<file path="config.mk">
export PLATFORM = sky130hd
export DESIGN_NAME = sequence_generator
export DESIGN_NICKNAME = d
export VERILOG_FILES = /design/src/rtl/sequence_generator.sv
export SDC_FILE = /design/constraint.sdc
export NUM_CORES = 1
export LEC_CHECK = 0
export ABC_AREA = 1
export CORE_MARGIN = 2
export CORE_UTILIZATION = 50
export CTS_BUF_LIST = sky130_fd_sc_hd__clkbuf_8 sky130_fd_sc_hd__clkbuf_16
export CTS_CLUSTER_SIZE = 16
export DETAILED_ROUTE_END_ITERATION = 8
export GPL_TIMING_DRIVEN = 0
export PLACE_DENSITY = 0.87
export SLEW_MARGIN = 20
export SYNTH_ARGS = -nofsm -noshare
export SYNTH_HDL_FRONTEND = slang
export SYNTH_SLANG_ARGS = --single-unit
export TNS_END_PERCENT = 50
</file>
<file path="constraint.sdc">
create_clock -name clk -period 2.3 [get_ports clk]
set_clock_uncertainty 0.2 [all_clocks]
set_input_delay 0.345 -clock clk [delete_from_list [all_inputs] [get_ports clk]]
set_output_delay 0.345 -clock clk [all_outputs]
set_load 0.02 [all_outputs]
</file>
<file path="src/rtl/sequence_generator.sv">
// Serial 0,1,0^k,1 frame source with a BCD frame counter and 7-seg display.
// Define SEQGEN_IDLE_GAP_EN to insert one idle bit between frames of a burst.
module sequence_generator #(
  parameter  int MAX_ZEROS = 15,
  parameter  int FRAME_W   = 8,
  localparam int ZW        = $clog2(MAX_ZEROS + 1)
) (
  input  logic               clk,
  input  logic               rst,
  input  logic               ena,
  input  logic               start,
  input  logic [ZW-1:0]      zeros_len,
  input  logic [FRAME_W-1:0] num_frames,
  output logic               sig_out,
  output logic               sig_valid,
  output logic               busy,
  output logic               done,
  output logic               frame_tick,
  output logic [7:0]         count_bcd,
  output logic [7:0]         disp0,
  output logic [7:0]         disp1
);

  typedef enum logic [2:0] {
    IDLE, LEAD0, LEAD1, GAP, END1, SPACE
  } state_t;

  state_t             state, state_d;
  logic [ZW-1:0]      k_q, k_d, gap_q, gap_d, k_in;
  logic [FRAME_W-1:0] rem_q, rem_d;
  logic [7:0]         bcd_d, disp0_d, disp1_d;
  logic               so_d, sv_d, busy_d, done_d, tick_d;

  function automatic logic [7:0] bcd_inc(input logic [7:0] b);
    logic [3:0] o, t;
    o = b[3:0];
    t = b[7:4];
    if (o == 4'd9) begin
      o = 4'd0;
      t = (t == 4'd9) ? 4'd0 : t + 4'd1;
    end else begin
      o = o + 4'd1;
    end
    return {t, o};
  endfunction

  function automatic logic [7:0] seg7(input logic [3:0] d);
    logic [7:0] s;
    unique case (d)
      4'd0:    s = 8'hC0;
      4'd1:    s = 8'hF9;
      4'd2:    s = 8'hA4;
      4'd3:    s = 8'hB0;
      4'd4:    s = 8'h99;
      4'd5:    s = 8'h92;
      4'd6:    s = 8'h82;
      4'd7:    s = 8'hF8;
      4'd8:    s = 8'h80;
      4'd9:    s = 8'h90;
      default: s = 8'hFF;
    endcase
    return s;
  endfunction

  // widen before comparing so the clamp stays meaningful for any MAX_ZEROS
  always_comb begin
    k_in = zeros_len;
    if ({1'b0, zeros_len} > (ZW+1)'(MAX_ZEROS))
      k_in = ZW'(MAX_ZEROS);
  end

  always_ff @(posedge clk) begin
    if (!rst) begin
      state      <= IDLE;
      k_q        <= '0;
      gap_q      <= '0;
      rem_q      <= '0;
      sig_out    <= 1'b0;
      sig_valid  <= 1'b0;
      busy       <= 1'b0;
      done       <= 1'b0;
      frame_tick <= 1'b0;
      count_bcd  <= 8'h00;
      disp0      <= 8'hC0;
      disp1      <= 8'hC0;
    end else if (ena) begin
      state      <= state_d;
      k_q        <= k_d;
      gap_q      <= gap_d;
      rem_q      <= rem_d;
      sig_out    <= so_d;
      sig_valid  <= sv_d;
      busy       <= busy_d;
      done       <= done_d;
      frame_tick <= tick_d;
      count_bcd  <= bcd_d;
      disp0      <= disp0_d;
      disp1      <= disp1_d;
    end
  end

  always_comb begin
    state_d = state;
    k_d     = k_q;
    gap_d   = gap_q;
    rem_d   = rem_q;
    bcd_d   = count_bcd;
    unique case (state)
      IDLE: begin
        if (start) begin
          k_d   = k_in;
          rem_d = num_frames;
          if (num_frames != '0)
            state_d = LEAD0;
        end
      end
      LEAD0: state_d = LEAD1;
      LEAD1: begin
        if (k_q != '0) begin
          state_d = GAP;
          gap_d   = k_q;
        end else begin
          state_d = END1;
        end
      end
      GAP: begin
        if (gap_q == ZW'(1))
          state_d = END1;
        else
          gap_d = gap_q - 1'b1;
      end
      END1: begin
        bcd_d = bcd_inc(count_bcd);
        if (rem_q == FRAME_W'(1)) begin
          state_d = IDLE;
        end else begin
          rem_d = rem_q - 1'b1;
`ifdef SEQGEN_IDLE_GAP_EN
          state_d = SPACE;
`else
          state_d = LEAD0;
`endif
        end
      end
      SPACE:   state_d = LEAD0;
      default: state_d = IDLE;
    endcase
  end

  // next-cycle output values, registered alongside the state
  always_comb begin
    so_d    = (state_d == LEAD1) || (state_d == END1);
    sv_d    = (state_d == LEAD0) || (state_d == LEAD1) ||
              (state_d == GAP)   || (state_d == END1);
    busy_d  = (state_d != IDLE);
    tick_d  = (state_d == END1);
    done_d  = ((state == END1) && (state_d == IDLE)) ||
              ((state == IDLE) && start && (num_frames == '0));
    disp0_d = seg7(bcd_d[3:0]);
    disp1_d = seg7(bcd_d[7:4]);
  end

endmodule

</file>
==> flow_metrics.env, run 1 <==
export IMPL_ir_drop_mv=0.366
export IMPL_clk_pin_slew_ps=80
export IMPL_p_leak_uw=0.00159
export IMPL_status="finished clean"
export IMPL_routedWlPerCell_um=12.8
export IMPL_post_route_worst_setup_slack_ps=138
export IMPL_coreArea_um2=5510
export IMPL_die_x_um=79.3
export IMPL_grt_max_degree=14
export IMPL_crit_type="reg -> reg"
export IMPL_vias=2911
export IMPL_critPathArrivalTime_ps=2130
export IMPL_area_growth_syn_to_layout_pct=22.1
export IMPL_drt_wl_total_mm=6.99
export IMPL_ys_warnings_count=0
export IMPL_h_tree_depth=2
export IMPL_synthFlopType="dfxtp_1"
export IMPL_worstMarginPinSlew_ps=618
export IMPL_rows=27
export IMPL_crit_fanout=7
export IMPL_io_pins=45
export IMPL_nNetsFinal=503
export IMPL_grt_pass1_vias=2556
export IMPL_grt_pass1_wl_mm=11.4
export IMPL_tns_ps=0
export IMPL_place_hpwl_mm=5.14
export IMPL_pre_cts_slack_ps=54.2
export IMPL_antenna_left=0
export IMPL_setup_viol=0
export IMPL_cp_start_kind="flop"
export IMPL_cts_tree="built"
export IMPL_rsz0062_at_grt="no"
export IMPL_dr_first_iter_drc_count=299
export IMPL_drv_cap=0
export IMPL_num_fill_cells=505
export IMPL_async_flop_share=0
export IMPL_place_gp_congestion=0.908
export IMPL_hold_viol=0
export IMPL_clockBufferDepth=2
export IMPL_first_pass_iters=5
export IMPL_slew_headroom=0.588
export IMPL_post_route_period_util=0.940
export IMPL_ys_ff_latch=46
export IMPL_post_synth_instance_area_um2=2840
export IMPL_ys_seq_area_frac=0.325
export IMPL_hold_buffers=0
export IMPL_clock_latency_ps=300
export IMPL_antenna_cells=0
export IMPL_ff_latch_area_um2=923
export IMPL_synth_cell_types=36
export IMPL_port_buffers=41
export IMPL_cts_sinks=46
export IMPL_utilization=0.629
export IMPL_multi_input_area_um2=1600
export IMPL_groute_usage_overall=0.225
export IMPL_cts_root_buf="clkbuf_8"
export IMPL_fmax_mhz=463
export IMPL_fp_dieH_um=79.3
export IMPL_fin_crit_ps=2160
export IMPL_postSynthAreaPerCell_um2=6.75
export IMPL_synth_edff_count=0
export IMPL_slew_viol_final=0
export IMPL_grt_antenna_before_repair=0
export IMPL_start_util=0.515
export IMPL_die_area_um2=6290
export IMPL_cts_buffers=5
export IMPL_end_kind="flop"
export IMPL_drive_gt1_frac=0.106
export IMPL_hold_path_class="in -> reg"
export IMPL_p_per_area_nw_per_um2=558
export IMPL_grt_overflow=0
export IMPL_syn_instance_count=420
export IMPL_drc=0
export IMPL_via_per_inst=5.34
export IMPL_required_ps=2270
==> path summary, 6_finish.rpt <==
path                                           startpoint                        end  slack [ps]  depth (start not counted)
worst max-delay path            count_bcd[0]$_SDFFE_PN0P_      disp0[3]$_SDFFE_PN0P_         140                         13
worst min-delay path                                  ena  count_bcd[7]$_SDFFE_PN0P_         270                          4
worst max register to register  count_bcd[0]$_SDFFE_PN0P_      disp0[3]$_SDFFE_PN0P_         140                         13
worst min register to register          busy$_SDFFE_PN0P_          busy$_SDFFE_PN0P_         270                          2
==> layout by cell type (no fill, tap or decap), types with 2 or more instances in the layout <==
cell type        instances
nand2_1                 89
inv_1                   58
dfxtp_1                 44
nor2_1                  42
clkdlybuf4s50_1         41
o21ai_0                 36
a21oi_1                 30
nand3_1                 25
ha_1                    14
clkbuf_1                 8
nand4_1                  7
buf_4                    7
inv_2                    5
nand2_2                  5
nor3_1                   5
o211ai_1                 5
a31oi_1                  5
clkbuf_8                 5
nor2_2                   3
nand2_4                  3
o21ai_2                  3
nand3_2                  3
nand3_4                  3
xor2_1                   2
o21ai_1                  2
nor2_4                   2
buf_2                    2
buf_6                    2
nand3b_1                 2
a211oi_1                 2
conb_1                   2
dfxtp_2                  2
==> worst max-delay path, stage by stage, from the launching register on <==
cell     delay, ps
dfxtp_1        460
nand2_1        180
nor2_8         160
o21ai_1         90
o21ai_2        120
inv_2           90
ha_1           310
inv_1           50
nand2_1         50
o21ai_0         80
inv_1           60
nor2_1          40
nor2_1          90
nor2_1          40
==> timing repair <==
action / CTS / global route
buffers inserted: 0 / 4
endpoints found under the hold margin: 0 / 0
resized for setup: 0 / 6
setup endpoints to repair: 0 / 7
==> per-layer routing <==
layer	vias up	part of all wire	global-route usage
li1	1458	-	-
met1	1333	0.43	0.288
met2	112	0.49	0.389
met3	8	0.067	0.0455
met4	0	0.0077	0.0500
met5	-	0	0
==> metrics by stage <==
step	std cells	instance area, um^2	power (uW)	hold slack, ps
floorplan	421	2840	1270	243
global placement	534	3340	1440	255
detailed placement	534	3340	1450	258
CTS	541	3420	1930	258
global route	545	3460	2040	268
finish	545	3460	1930	268
==> Yosys cell counts, drive strengths merged, types with 2 or more instances <==
| master | count | area share |
|---|---|---|
| a211oi | 3 | 0.0097 |
| a21oi | 30 | 0.053 |
| a31oi | 5 | 0.011 |
| buf | 9 | 0.022 |
| clkbuf | 8 | 0.011 |
| dfxtp | 46 | 0.32 |
| ha | 14 | 0.062 |
| inv | 62 | 0.082 |
| nand2 | 97 | 0.14 |
| nand3 | 31 | 0.073 |
| nand3b | 2 | 0.0053 |
| nand4 | 7 | 0.015 |
| nor2 | 48 | 0.075 |
| nor3 | 5 | 0.0088 |
| o211ai | 5 | 0.013 |
| o21ai | 41 | 0.076 |
| xor2 | 2 | 0.0062 |
==> state kept, by name (all words and copies together), names as in the netlist <==
| signal | cells |
|---|---|
| rem_q | 8 |
| sig_out | 1 |
| disp1 | 7 |
| disp0 | 7 |
| frame_tick | 1 |
| gap_q | 4 |
| count_bcd | 8 |
| k_q | 4 |
| busy | 1 |
| done | 1 |
| sig_valid | 1 |
| state | 3 |
==> layout make-up <==
class,instances,area share
Clock inverter,2,0.00325
Buffer,17,0.0278
Tap cell,72,0.0260
Timing Repair Buffer,45,0.127
Inverter,63,0.0686
Clock buffer,5,0.0199
Multi-Input combinational cell,295,0.461
Sequential cell,46,0.267
==> kinds of logic after synthesis <==
kind of cell | after synthesis | share of synthesized area
XOR/XNOR | 2 | 0.00618
AO/OA/AOI/OAI | 87 | 0.171
buffers and inverters | 80 | 0.117
AND/OR/NAND/NOR | 190 | 0.318
adder cells (fa/ha/maj) | 14 | 0.0618
other | 1 | 0.00132
flip-flops | 46 | 0.325
==> report_power, final <==
part	internal [uW]	switching [uW]	total (uW)
clock	205	278	483
sequential	856	44.4	900
combinational	217	332	549
No activity file was read; power rests on OpenSTA's default activity.
==> run 2: changes to the inputs <==
Settings changed: CORE_UTILIZATION 50 to 49, PLACE_DENSITY 0.87 to 0.89.
Clock period 2.3 ns to 1.9 ns, I/O delays scaled along.
==> run 2 against run 1 <==
Against the previous run: the flow now finishes with violations (setup timing); final area rose by 10%; hold slack got worse by 35 ps; non-clock buffer count rose by 17; clock-buffer cell count did not move; highest routed layer unchanged.
==> flow_metrics.env, run 2 (synthesis gave the netlist of run 1 again) <==
export IMPL_nNetsFinal=520
export IMPL_utilization=0.689
export IMPL_end_kind="flop"
export IMPL_die_area_um2=6410
export IMPL_slew_headroom=0.554
export IMPL_place_gp_congestion=0.905
export IMPL_hold_path_class="in -> reg"
export IMPL_rr_startpoint="state[1]$_SDFFE_PN0P_"
export IMPL_grt_overflow=0
export IMPL_rrSetupSlack_ps=-180
export IMPL_first_pass_iters=5
export IMPL_via_per_inst=5.62
export IMPL_reg_top3="count_bcd (8), rem_q (8)"
export IMPL_place_hpwl_mm=5.45
export IMPL_power_switching_uw=887
export IMPL_rows=27
export IMPL_worstMarginPinSlew_ps=669
export IMPL_grt_antenna_before_repair=0
export IMPL_area_growth_syn_to_layout_pct=34.5
export IMPL_fp_dieH_um=80.1
export IMPL_ir_drop_mv=0.507
export IMPL_reg2reg_to="disp1[3]$_SDFFE_PN0P_"
export IMPL_final_common_cell="nand2_1"
export IMPL_antenna_cells=0
export IMPL_critPathCapture="disp1[3]$_SDFFE_PN0P_"
export IMPL_groute_usage_overall=0.253
export IMPL_post_route_period_util=1.10
export IMPL_critPathArrivalTime_ps=2100
export IMPL_drt_wl_total_mm=8.67
export IMPL_r2r_cells=13
export IMPL_grt_max_degree=16
export IMPL_post_route_worst_setup_slack_ps=-184
export IMPL_p_leak_uw=0.00173
export IMPL_hold_buffers=0
export IMPL_dr_first_iter_drc_count=298
export IMPL_drc=0
export IMPL_fmax_mhz=480
export IMPL_required_ps=1920
export IMPL_seq_power_share=0.416
export IMPL_hold_viol=0
export IMPL_cts_tree="built"
export IMPL_hold_slack_ps=233
export IMPL_setup_viol=15
export IMPL_die_x_um=80.1
export IMPL_p_per_area_nw_per_um2=690
export IMPL_cp_start_kind="flop"
export IMPL_clockBufferDepth=2
export IMPL_grt_pass1_wl_mm=12.9
export IMPL_antenna_left=0
export IMPL_io_pins=45
export IMPL_violations="setup timing"
export IMPL_clock_latency_ps=300
export IMPL_grt_pass1_vias=2889
export IMPL_p_int_uw=1750
export IMPL_cp_startpoint="state[1]$_SDFFE_PN0P_"
export IMPL_status="finished, violations left"
export IMPL_cts_sinks=46
export IMPL_crit_type="reg -> reg"
export IMPL_rsz0062_at_grt="yes"
export IMPL_final_cell_mix="nand2_1 (81), inv_1 (52), dfxtp_1 (40), clkdlybuf4s50_1 (40), nor2_1 (39)"
export IMPL_clk_pin_slew_ps=100
export IMPL_coreArea_um2=5540
export IMPL_tns_ps=-1490
export IMPL_pwr_share_comb=0.297
export IMPL_clkPwrFrac=0.288
export IMPL_port_buffers=41
export IMPL_fin_crit_ps=2080
export IMPL_crit_fanout=7
export IMPL_cts_root_buf="clkbuf_8"
export IMPL_routedWlPerCell_um=15.4
export IMPL_h_tree_depth=2
export IMPL_p_total_uw=2630
export IMPL_start_util=0.512
export IMPL_slew_viol_final=0
export IMPL_pre_cts_slack_ps=-256
export IMPL_cts_buffers=5
export IMPL_switching_share=0.337
export IMPL_vias=3165
export IMPL_drv_cap=0
export IMPL_drive_gt1_frac=0.206
run 2: cell count changes in the layout (fill, tap and decap cells not counted), sizes merged:
cell and change:
dlymetal6s2s +1, clkdlybuf4s50 -1, clkinvlp -1, clkinv +1, buf +18, bufinv +1, clkbuf -1
run 2: worst min path at each step:
stage,start,end,slack (ps),cells after the start
4_1_cts,ena,count_bcd[7]$_SDFFE_PN0P_,200,4
3_3_place_gp,rem_q[7]$_SDFFE_PN0P_,rem_q[7]$_SDFFE_PN0P_,250,2
6_report,ena,disp0[1]$_SDFFE_PN0P_,230,3
2_1_floorplan,rst,rem_q[0]$_SDFFE_PN0P_,220,2
5_1_grt,ena,disp0[1]$_SDFFE_PN0P_,230,3
3_5_place_dp,rem_q[7]$_SDFFE_PN0P_,rem_q[7]$_SDFFE_PN0P_,260,2
run 2: stage by stage:
stage                     instance area (um^2)  instances
after floorplan                           2910        421
after global placement                    3410        534
after detailed placement                  3410        534
after CTS                                 3670        553
after global routing                      3820        563
final                                     3820        563
run 2: worst max-delay path, stage by stage (launching register included):
cell	delay, ps
dfxtp_4	370
nor2_4	160
nand2_8	90
nor2_8	200
nand3_2	100
nand2_2	90
nand2_4	80
ha_4	270
nand3b_1	100
nand2_1	60
nand2_1	90
nand3_2	80
nand2_2	70
inv_2	30
run 2: cell type report:
| cell class | count | area, um^2 |
|---|---|---|
| Buffer | 17 | 101 |
| Clock buffer | 5 | 68.8 |
| Clock inverter | 3 | 43.8 |
| Fill cell | 450 | 1720 |
| Inverter | 63 | 240 |
| Multi-Input combinational cell | 295 | 1760 |
| Sequential cell | 46 | 936 |
| Tap cell | 72 | 90.1 |
| Timing Repair Buffer | 62 | 574 |
run 2: repair_timing:
action,in CTS,in global routing
gates resized for setup,21,25
setup endpoints to repair,15,37
pin swaps,13,10
buffers inserted,11,10
run 2: power groups by stage:
stage	Sequential, uW	Clock (uW)	Combinational (uW)
2_1_floorplan	1160	0	400
6_report	1090	757	781
5_1_grt	1100	796	855
4_1_cts	1090	763	715
3_3_place_gp	1110	0	650
3_5_place_dp	1110	0	670
run 2: layer usage:
layer  share of wire  vias to the layer above  track usage
met5               0                        -            0
met4           0.039                        0        0.108
met3           0.068                       43       0.0326
met2            0.49                      167        0.438
met1            0.40                     1466        0.313
li1                -                     1489            -
==> run 3: changes to the inputs <==
Settings changed: SLEW_MARGIN 20 to 40.
==> results of run 3 <==
Same layout as run 2: the final DEF is identical, and so are final timing and power.
